[config.mk]
export PLATFORM = sky130hd
export DESIGN_NAME = gate_net_infer_driver
export DESIGN_NICKNAME = d
export VERILOG_FILES = /design/src/rtl/gate_net_infer_driver.sv
export SDC_FILE = /design/constraint.sdc
export NUM_CORES = 1
export LEC_CHECK = 0
export ABC_AREA = 1
export CORE_MARGIN = 2
export CORE_UTILIZATION = 43
export DETAILED_ROUTE_END_ITERATION = 6
export PLACE_DENSITY = 0.82
export SYNTH_ARGS = -nofsm -noshare
export SYNTH_HDL_FRONTEND = slang
export SYNTH_SLANG_ARGS = --single-unit
[constraint.sdc]
create_clock -name clk -period 2.1 [get_ports clk]
set_input_delay 0.42 -clock clk [delete_from_list [all_inputs] [get_ports clk]]
set_output_delay 0.42 -clock clk [all_outputs]
set_load 0.01 [all_outputs]
[src/rtl/gate_net_infer_driver.sv]
// Byte-stream front end for a combinational gate-network classifier: loads, settles, captures, returns result.
// Optional MTNCL_NULL_PHASE_EN inserts an all-zero NULL spacer of NULL_CYCLES clocks after each result.
module gate_net_infer_driver #(
   parameter int N_IN          = 113,
   parameter int N_OUT         = 2,
   parameter int SETTLE_CYCLES = 2,
   parameter int NULL_CYCLES   = 1
) (
   input  logic             clk,
   input  logic             rst_n,
   input  logic             s_valid,
   output logic             s_ready,
   input  logic [7:0]       s_data,
   input  logic             s_last,
   output logic [N_IN-1:0]  net_in_bits,
   input  logic [N_OUT-1:0] net_out_bits,
   output logic             m_valid,
   input  logic             m_ready,
   output logic [N_OUT-1:0] m_class,
   output logic             m_err,
   output logic [15:0]      vec_count
);

   localparam int BEATS   = (N_IN + 7) / 8;
   localparam int BW      = (BEATS < 2) ? 1 : $clog2(BEATS);
   localparam int CNT_MAX = (SETTLE_CYCLES > NULL_CYCLES) ? SETTLE_CYCLES : NULL_CYCLES;
   localparam int CNT_W   = $clog2(CNT_MAX + 1);
   localparam logic [BW-1:0] LAST_BEAT = BW'(BEATS - 1);

`ifdef MTNCL_NULL_PHASE_EN
   typedef enum logic [1:0] {ST_LOAD, ST_SETTLE, ST_OUTPUT, ST_NULL} state_t;
`else
   typedef enum logic [1:0] {ST_LOAD, ST_SETTLE, ST_OUTPUT} state_t;
`endif

   state_t             r_state, w_next;
   logic [BW-1:0]      r_beat;
   logic [CNT_W-1:0]   r_cnt;
   logic [N_IN-1:0]    r_net;
   logic [N_OUT-1:0]   r_class;
   logic               r_err;
   logic [15:0]        r_count;
   logic               r_s_ready;
   logic               r_m_valid;
   logic               w_accept, w_end, w_capture, w_hs;
   logic [N_IN-1:0]    w_sel, w_val;

   // Lane steering: the current beat owns bits [8*beat +: 8]; bits past N_IN simply never exist.
   always_comb begin
      w_sel = '0;
      w_val = '0;
      for (int i = 0; i < N_IN; i++) begin
         w_sel[i] = ((i / 8) == int'(r_beat));
         w_val[i] = s_data[3'(i % 8)];
      end
   end

   always_comb begin
      w_next    = r_state;
      w_accept  = 1'b0;
      w_end     = 1'b0;
      w_capture = 1'b0;
      w_hs      = 1'b0;
      case (r_state)
         ST_LOAD: begin
            if (s_valid) begin
               w_accept = 1'b1;
               if (s_last || (r_beat == LAST_BEAT)) begin
                  w_end  = 1'b1;
                  w_next = ST_SETTLE;
               end
            end
         end
         ST_SETTLE: begin
            if (r_cnt == CNT_W'(SETTLE_CYCLES)) begin
               w_capture = 1'b1;
               w_next    = ST_OUTPUT;
            end
         end
         ST_OUTPUT: begin
            if (m_ready) begin
               w_hs = 1'b1;
`ifdef MTNCL_NULL_PHASE_EN
               w_next = ST_NULL;
`else
               w_next = ST_LOAD;
`endif
            end
         end
`ifdef MTNCL_NULL_PHASE_EN
         ST_NULL: begin
            if (r_cnt == CNT_W'(NULL_CYCLES - 1)) w_next = ST_LOAD;
         end
`endif
         default: w_next = ST_LOAD;
      endcase
   end

   always_ff @(posedge clk) begin
      if (!rst_n) begin
         r_state   <= ST_LOAD;
         r_beat    <= '0;
         r_cnt     <= '0;
         r_net     <= '0;
         r_class   <= '0;
         r_err     <= 1'b0;
         r_count   <= '0;
         r_s_ready <= 1'b1;
         r_m_valid <= 1'b0;
      end else begin
         r_state   <= w_next;
         r_s_ready <= (w_next == ST_LOAD);
         r_m_valid <= (w_next == ST_OUTPUT);
         if (w_next != r_state) r_cnt <= '0;
         else if (r_state != ST_LOAD && r_state != ST_OUTPUT) r_cnt <= r_cnt + 1'b1;
         if (w_accept) begin
            r_net  <= (r_net & ~w_sel) | (w_val & w_sel);
            r_beat <= w_end ? '0 : r_beat + 1'b1;
         end
         // Framing is wrong whenever s_last and the final beat disagree.
         if (w_end) r_err <= (s_last != (r_beat == LAST_BEAT));
         if (w_capture) r_class <= net_out_bits;
         if (w_hs) begin
            r_count <= r_count + 1'b1;
            r_net   <= '0;
            r_err   <= 1'b0;
         end
      end
   end

   assign s_ready     = r_s_ready;
   assign m_valid     = r_m_valid;
   assign net_in_bits = r_net;
   assign m_class     = r_class;
   assign m_err       = r_err;
   assign vec_count   = r_count;

endmodule

======== After elaboration in Yosys (flattened, before gate mapping) ========
Index checks and enable logic that the tools add are counted.
storage, ports and cells
  flip-flop bits (word level) ............. 142
  bits in latches ......................... 0
  memory bits (writable) .................. 0
  bits in read-only memories .............. 0
  output and inout bits ................... 134
  word-level logic and storage cells ...... 62
  memories kept ........................... 0
operators by class
  add/sub/neg operators ................... 3
  multipliers ............................. 0
  div/mod/pow operators ................... 0
  order comparisons ....................... 0
  equal/unequal tests ..................... 22
  shift operators ......................... 0
  muxes and demuxes ....................... 15
  bitwise operators ....................... 5
  reduce and logical (&&, ||, !) cells .... 8
operator list
  kind                                                                   number
  113-bit AND                                                            2
  113-bit NOT                                                            1
  113-bit bitwise OR                                                     1
  4-bit equality test, first input constant                              8
  16-bit by 1-bit adder with 16-bit output, second input constant        1
  3-bit by 4-bit equality test with 1-bit output, first input constant   4
  1-bit two-way mux                                                      9
  2-bit by 4-bit equality test with 1-bit output, first input constant   2
  2-bit two-way mux                                                      4
  2-bit equality test, second input constant                             3
  2-bit case mux with 3 select lines                                     1
  4-bit by 1-bit adder with 4-bit output, second input constant          1
  4-bit equality test, second input constant                             1
  2-bit logical NOT                                                      2
  4-bit logical NOT                                                      1
  4-bit two-way mux                                                      1
  2-bit OR reduction                                                     2
  2-bit by 1-bit adder with 2-bit output, second input constant          1
  2-bit by 1-bit equality test with 1-bit output, second input constant  1
  2-bit inequality test                                                  1
  2-bit inequality test, second input constant                           1
  2-bit nonzero test                                                     1
  1-bit logical AND                                                      1
  1-bit logical OR                                                       1
  other kinds (2)                                                        2

======== Longest topological paths before layout ========
  depth in word-level cells ............... 7
  mapped depth ............................ 9
  gate-level depth less buffers ........... 9

======== Worst setup path before layout ========
OpenSTA, ideal clock, no wires.
  path type ............................... reg2reg
  start ................................... register r_beat[0]
  end ..................................... register with a tool-made name
  setup time .............................. 0.132 ns
  arrival time ............................ 1.311 ns
  required time ........................... 1.968 ns
  slack ................................... 0.657 ns
  stages on the path, launching flop included .. 8
  period minus slack after synthesis ...... 1.443 ns
  cell sequence ........................... dfxtp_1 > inv_1 > ha_1 > inv_1 > nor3_2 > inv_1 > nand2_1 > a21oi_1
RTL lines
  what                    line  source
  from (decl)             37    logic [BW-1:0] r_beat;
  from (signal assigned)  118   r_beat <= w_end ? '0 : r_beat + 1'b1;

======== Final worst setup path ========
  start ................................... register r_count[4], in the netlist vec_count[4]
  end ..................................... output vec_count[4]
RTL lines
  what                    line  source
  from (decl)             42    logic [15:0] r_count;
  from (signal assigned)  124   r_count <= r_count + 1'b1;
  to (decl)               21    output logic [15:0] vec_count
No word-level cell between the ends.

==> summary.md <==
| Metric | Value |
|---|---|
| Net Count, Synth | `669` |
| Post-synthesis area per instance | `7.89 um2` |
| Cell family with most CP delay | `buffers and inverters` |
| Pwr/cell area | `810 nW/um2` |
| Crit path max fanout | `6` |
| CTS clock-pin slew for the worst setup and hold paths | `60 ps` |
| Crit-path cells | `clkdlybuf4s50_1` |
| WS Path Type | `reg2out` |
| Final instance area | `around 7400 um2` |
| Hold Worst Slack | `about 430 ps` |
| DIE HEIGHT | `roughly 110 um` |
| CP Data Required Time | `1680 ps` |
| RSZ-0062 raised after global routing | `false` |
| Synth cell types | `26` |
| Clk_skew | `~6.2 ps` |
| Initial core utilization | `0.443` |
| First-pass GRT wire length | `20900 um` |
| Worst-skew pair later-pin latency | `slightly above 400 ps` |
| WP data arrival | `between 1000 and 1500 ps` |
| Fmax | `roughly 0.55 GHz` |
| Die Area | `around 13000 um2` |
| Area Growth Syn to Fin | `44.6%` |
| Critical-path top delay cell | `clkdlybuf4s50_1` |
| Total of warnings raised by yosys | `0` |
| Relative slew margins | `0.731` |
| Hold Violations, Final | `0` |
| Via count | `4600` |
| Grt ovf | `0` |
| Nets | `824` |
| I/O Buffers | `~140` |
| Setup tns final | `0 ps` |
| CTS Root Cell | `clkbuf_16` |
| Post-synthesis sequential area ratio | `0.557` |
| Most common cell after layout, fill and taps aside | `nand2_1` |
| DR pass1 iterations | `7` |
| N_diodes | `0` |
| Most frequent cells in the layout | `214 x nand2_1, 144 x clkdlybuf4s50_1, 142 x dfxtp_1` |
| Postcts setup bufs | `0` |
| Share of layout cells above drive strength 1 | `0.0872` |
| Worst Setup Start Kind | `register` |
| Path category of the worst min-delay check | `reg2reg` |
| Clock buffer count from CTS | `17` |
| Setup violators final | `0` |
| LEAKAGE | `2.72 nW` |
| Max Cap Viol | `0` |
| Status | `complete, but fails checks` |
| Finished Core Util | `0.641` |
| Gpl congestion | `around 0.82` |
| Site Rows | `39` |
| Vias in the first global route | `4257` |
| Post_cts resized | `0` |
| Initial antenna violation count | `0` |
| H-Tree Depth | `4` |
| Core Area | `approximately 12000 um2` |
| Clk sink count | `142` |
| VDD IR max | `0.000558 V` |
| CTS tree | `yes` |
| Fin crit share | `0.861` |
| Post-DR wirelength/cell | `13.2 um` |
| Post-route ant nets | `0` |
| Post-Route WL | `12600 um` |
| Critical path buffers and inverters | `1` |
| Post-DP HPWL | `8760 um` |
| Die width | `113 um` |
| Failing checks | `DRC` |
| Vias per inst | `4.81` |
| Cells after Synth | `647` |
| DRC | `12` |
| Total track usage | `0.206` |
| Slew @ Worst Pin | `between 400 and 500 ps` |
| Pin count of the biggest net entering global routing | `37` |
| Critical path's largest stage delay | `570 ps` |
| DRC marker count from the first detailed-route iteration | `between 300 and 400` |
| # IOs | `roughly 150` |
| CP Capture Type | `primary output` |
| Final Max Slew Viols | `0` |
| Clock buffer depth | `2` |
| Post-Syn Area | `5110 um2` |
| Post-DP Area | `6790 um2` |
| Cts hold-fix bufs | `0` |
| Fin crit period | `1810 ps` |
| FF+latch count, synth | `between 100 and 150` |
==> cells by family after synthesis <==
family / synth area share
compound gates: 0.0804
xor+xnor: 0.00686
fa+ha+maj: 0.0172
buf+inv: 0.0532
flops: 0.557
simple gates: 0.286
==> path summary, 6_finish.rpt <==
kind	from	end	slack (ps)	depth (start not counted)
max	vec_count[4]	vec_count[4]	290	1
min	net_in_bits[55]	net_in_bits[55]	430	2
max reg2reg	r_beat[2]	r_cnt[0]	480	8
min reg2reg	net_in_bits[55]	net_in_bits[55]	430	2
==> layout make-up <==
class,instances,area (um2)
clock inverter,11,141
tap,143,179
multi-input combinational,437,2000
inverter,47,176
clock buffer,20,457
fill,974,4130
sequential,142,2840
timing repair buffer,157,1590
==> report_power, final <==
| group | switching, mW | internal, mW | leakage (nW) |
|---|---|---|---|
| Clock | 1.08 | 1.91 | 0.288 |
| Sequential | 0.0132 | 2.71 | 1.14 |
| Combinational | 0.158 | 0.0964 | 1.29 |
==> metal layers <==
metal	routed length, um	GRT usage	share of wire	vias to the layer above
met2	5860	0.326	0.46	140
met5	0	0	0	-
met3	883	0.0670	0.070	22
met4	275	0.0886	0.022	0
met1	5630	0.259	0.45	2099
li1	-	-	-	2339
==> synth_stat cells <==
| cell type | n | share of area |
|---|---|---|
| inv_2 | 10 | 0.0074 |
| nand3_2 | 7 | 0.014 |
| nor2_1 | 90 | 0.066 |
| inv_1 | 37 | 0.027 |
| nand3_4 | 2 | 0.0069 |
| nor3_1 | 7 | 0.0069 |
| xnor2_1 | 1 | 0.0017 |
| nand3b_1 | 1 | 0.0015 |
| ha_1 | 7 | 0.017 |
| dfxtp_1 | 142 | 0.56 |
| a211oi_1 | 1 | 0.0015 |
| o21ai_0 | 7 | 0.0069 |
| nand4_1 | 3 | 0.0037 |
| nand2_1 | 215 | 0.16 |
| nor2_2 | 2 | 0.0024 |
| o21bai_1 | 1 | 0.0015 |
| xor2_1 | 3 | 0.0051 |
| nor3_4 | 2 | 0.0064 |
| buf_4 | 2 | 0.0029 |
| buf_2 | 7 | 0.0069 |
| nor2_4 | 2 | 0.0044 |
| nor3_2 | 2 | 0.0039 |
| a21oi_1 | 72 | 0.071 |
| clkbuf_1 | 9 | 0.0066 |
| buf_1 | 3 | 0.0022 |
| nand3_1 | 12 | 0.012 |
==> metrics by stage <==
step                total power, mW  setup slack [ps]  std cells
floorplan                      2.93               657        647
global placement               3.04               186        926
detailed placement             3.04               169        926
CTS                            6.05               270        957
global route                   6.19               208        957
finish                         5.98               292        957
==> worst register-to-register path, cell delays in order (launching register included) <==
cell     delay, ps
dfxtp_1        460
nand2_1        170
inv_1          100
nand2_1         80
ha_1           180
nor2_1         180
inv_1          100
a21oi_1        180
nor3_1          70
Note: power is estimated with default switching activity, not from simulation.
==> edit, RTL diff (same flow settings) <==
Add a define of `MTNCL_NULL_PHASE_EN`.
--- a/src/rtl/gate_net_infer_driver.sv
+++ b/src/rtl/gate_net_infer_driver.sv
@@ -1,5 +1,7 @@
 // Byte-stream front end for a combinational gate-network classifier: loads, settles, captures, returns result.
 // Optional MTNCL_NULL_PHASE_EN inserts an all-zero NULL spacer of NULL_CYCLES clocks after each result.
+`define MTNCL_NULL_PHASE_EN
+
 module gate_net_infer_driver #(
    parameter int N_IN          = 113,
    parameter int N_OUT         = 2,
Formal check against the unedited RTL: not equivalent (a bounded check fails within 10 cycles, from zero or initial values and one cycle with rst_n low).
==> edit against the unedited design <==
  * Sequential cell count stayed put
  * First-iteration DRC count is 14% lower
  * Routed wire length is 0.86% lower
  * Power is 0.40% higher
  * Final area is 0.24% higher
  * Area after synthesis is 2.3% higher
  * Sequential power hardly changed
  * Worst setup slack worse by 0.065 ns
  * Highest routed layer unchanged
  * Core utilization is 2.0 points lower
  * Largest cell class unchanged
==> edit: results <==
set metrics [dict create \
    finalWirelength_um 12500 \
    async_flop_share 0 \
    synth_seq_area_share 0.544 \
    fill_cells 1021 \
    yosysWarnings 0 \
    port_buffers 144 \
    pre_cts_ws_ns 0.137 \
    placed_area_um2 6810 \
    cpMaxStageDelayCell "clkdlybuf4s50_1" \
    synth_flop_cell "dfxtp_1" \
    grt_max_degree 60 \
    grt_usage 0.196 \
    ir_drop_mv 0.695 \
    drtIter0Drc 284 \
    run_status "finished clean" \
    synth_nets 686 \
    ctsRootBufferMaster "clkbuf_16" \
    crit_family "buffers and inverters" \
    fin_skew_ns 0.0149 \
    antenna_found_initial 0 \
    clk_latency_ns 0.42 \
    cp.arrival_ns 1.45 \
    diodes 0 \
    slew_headroom 0.695 \
    nNetsFinal 835 \
    grt_pass1_wl_um 19900 \
    cts_inserted_buffers 17 \
    post_cts_resized 0 \
    cts_buffer_depth 2 \
    synthDominantCellAreaShare 0.544 \
    synth_commonest_cells "212 x nand2_1, 142 x dfxtp_1, 95 x nor2_1" \
    dr.pass1.iters 4 \
    gp_congestion 0.808 \
    path_clk_slew_ns 0.06 \
    cp_slowest_stage_delay_ns 0.59 \
    synth_area_leaders "dfxtp_1 54%, nand2_1 15%, nor2_1 6.8%, a21oi_1 6.8%, inv_1 2.8%" \
    first_global_vias 4100 \
    critPathMaxFanout 7 \
    htree_levels 4 \
    viasPerCell 4.72 \
    min_path_type "reg -> reg" \
    drive_above_1_share 0.0824 \
    cts_setup_buffers 0 \
    p_leak_nw 2.71 \
    yosysUniqueCellTypes 25 \
    dpl.hpwl_um 8490 \
]
edit: changes by cell type in the layout (fill, tap and decap cells not counted), moves of 4 or more:
cell     before  now
nor2_1       90   95
inv_6         0    4
nand2_2       0    5
buf_4         9    5
nand3_1      12   16
inv_2        10    6
o21ai_0       7   12
edit: tightest hold or removal path: stages, from the launching register on:
cell	delay, ns
dfxtp_1	0.31
nand2_1	0.06
nor2_1	0.03
edit: area by class of cell:
type,instances,area share
clock buffer,20,0.0590
clock inverter,12,0.0215
inverter,52,0.0276
multi-input combinational,448,0.278
sequential,142,0.384
tap,147,0.0248
timing repair buffer,151,0.205
edit: layer usage:
metal,part of all wire,global-route usage
met1,0.47,0.244
met2,0.45,0.307
met3,0.058,0.0672
met4,0.023,0.0919
met5,0,0
edit: path summary, 6_finish.rpt:
check | to | cells after the start | from | slack [ns]
setup reg to reg | r_cnt[1] | 8 | r_beat[2] | 0.33
hold / removal | net_in_bits[29] | 2 | net_in_bits[29] | 0.44
setup / recovery | vec_count[2] | 1 | vec_count[2] | 0.23
hold reg to reg | net_in_bits[29] | 2 | net_in_bits[29] | 0.44
edit: where the power goes:
group	leakage, nW	switching [mW]	internal [mW]
combinational	1.28	0.161	0.0897
sequential	1.15	0.0161	2.71
clock	0.285	1.15	1.88
edit: through the flow:
step,hold slack (ns),std cells,utilization
floorplan,0.463,663,-
global placement,0.425,940,0.571
detailed placement,0.428,940,0.571
CTS,0.438,972,0.621
global route,0.452,972,0.621
finish,0.436,972,0.621
edit: cell families (layout without fill, tap and decap cells):
logic type | Yosys count | after routing | synth area share
AOI/OAI and AO/OA | 84 | 84 | 0.0810
xor gates and xnor gates | 2 | 2 | 0.00335
adders and majority gates | 8 | 8 | 0.0192
buffers and inverters | 73 | 235 | 0.0630
DFF | 142 | 142 | 0.544
and+or+nand+nor | 354 | 354 | 0.289
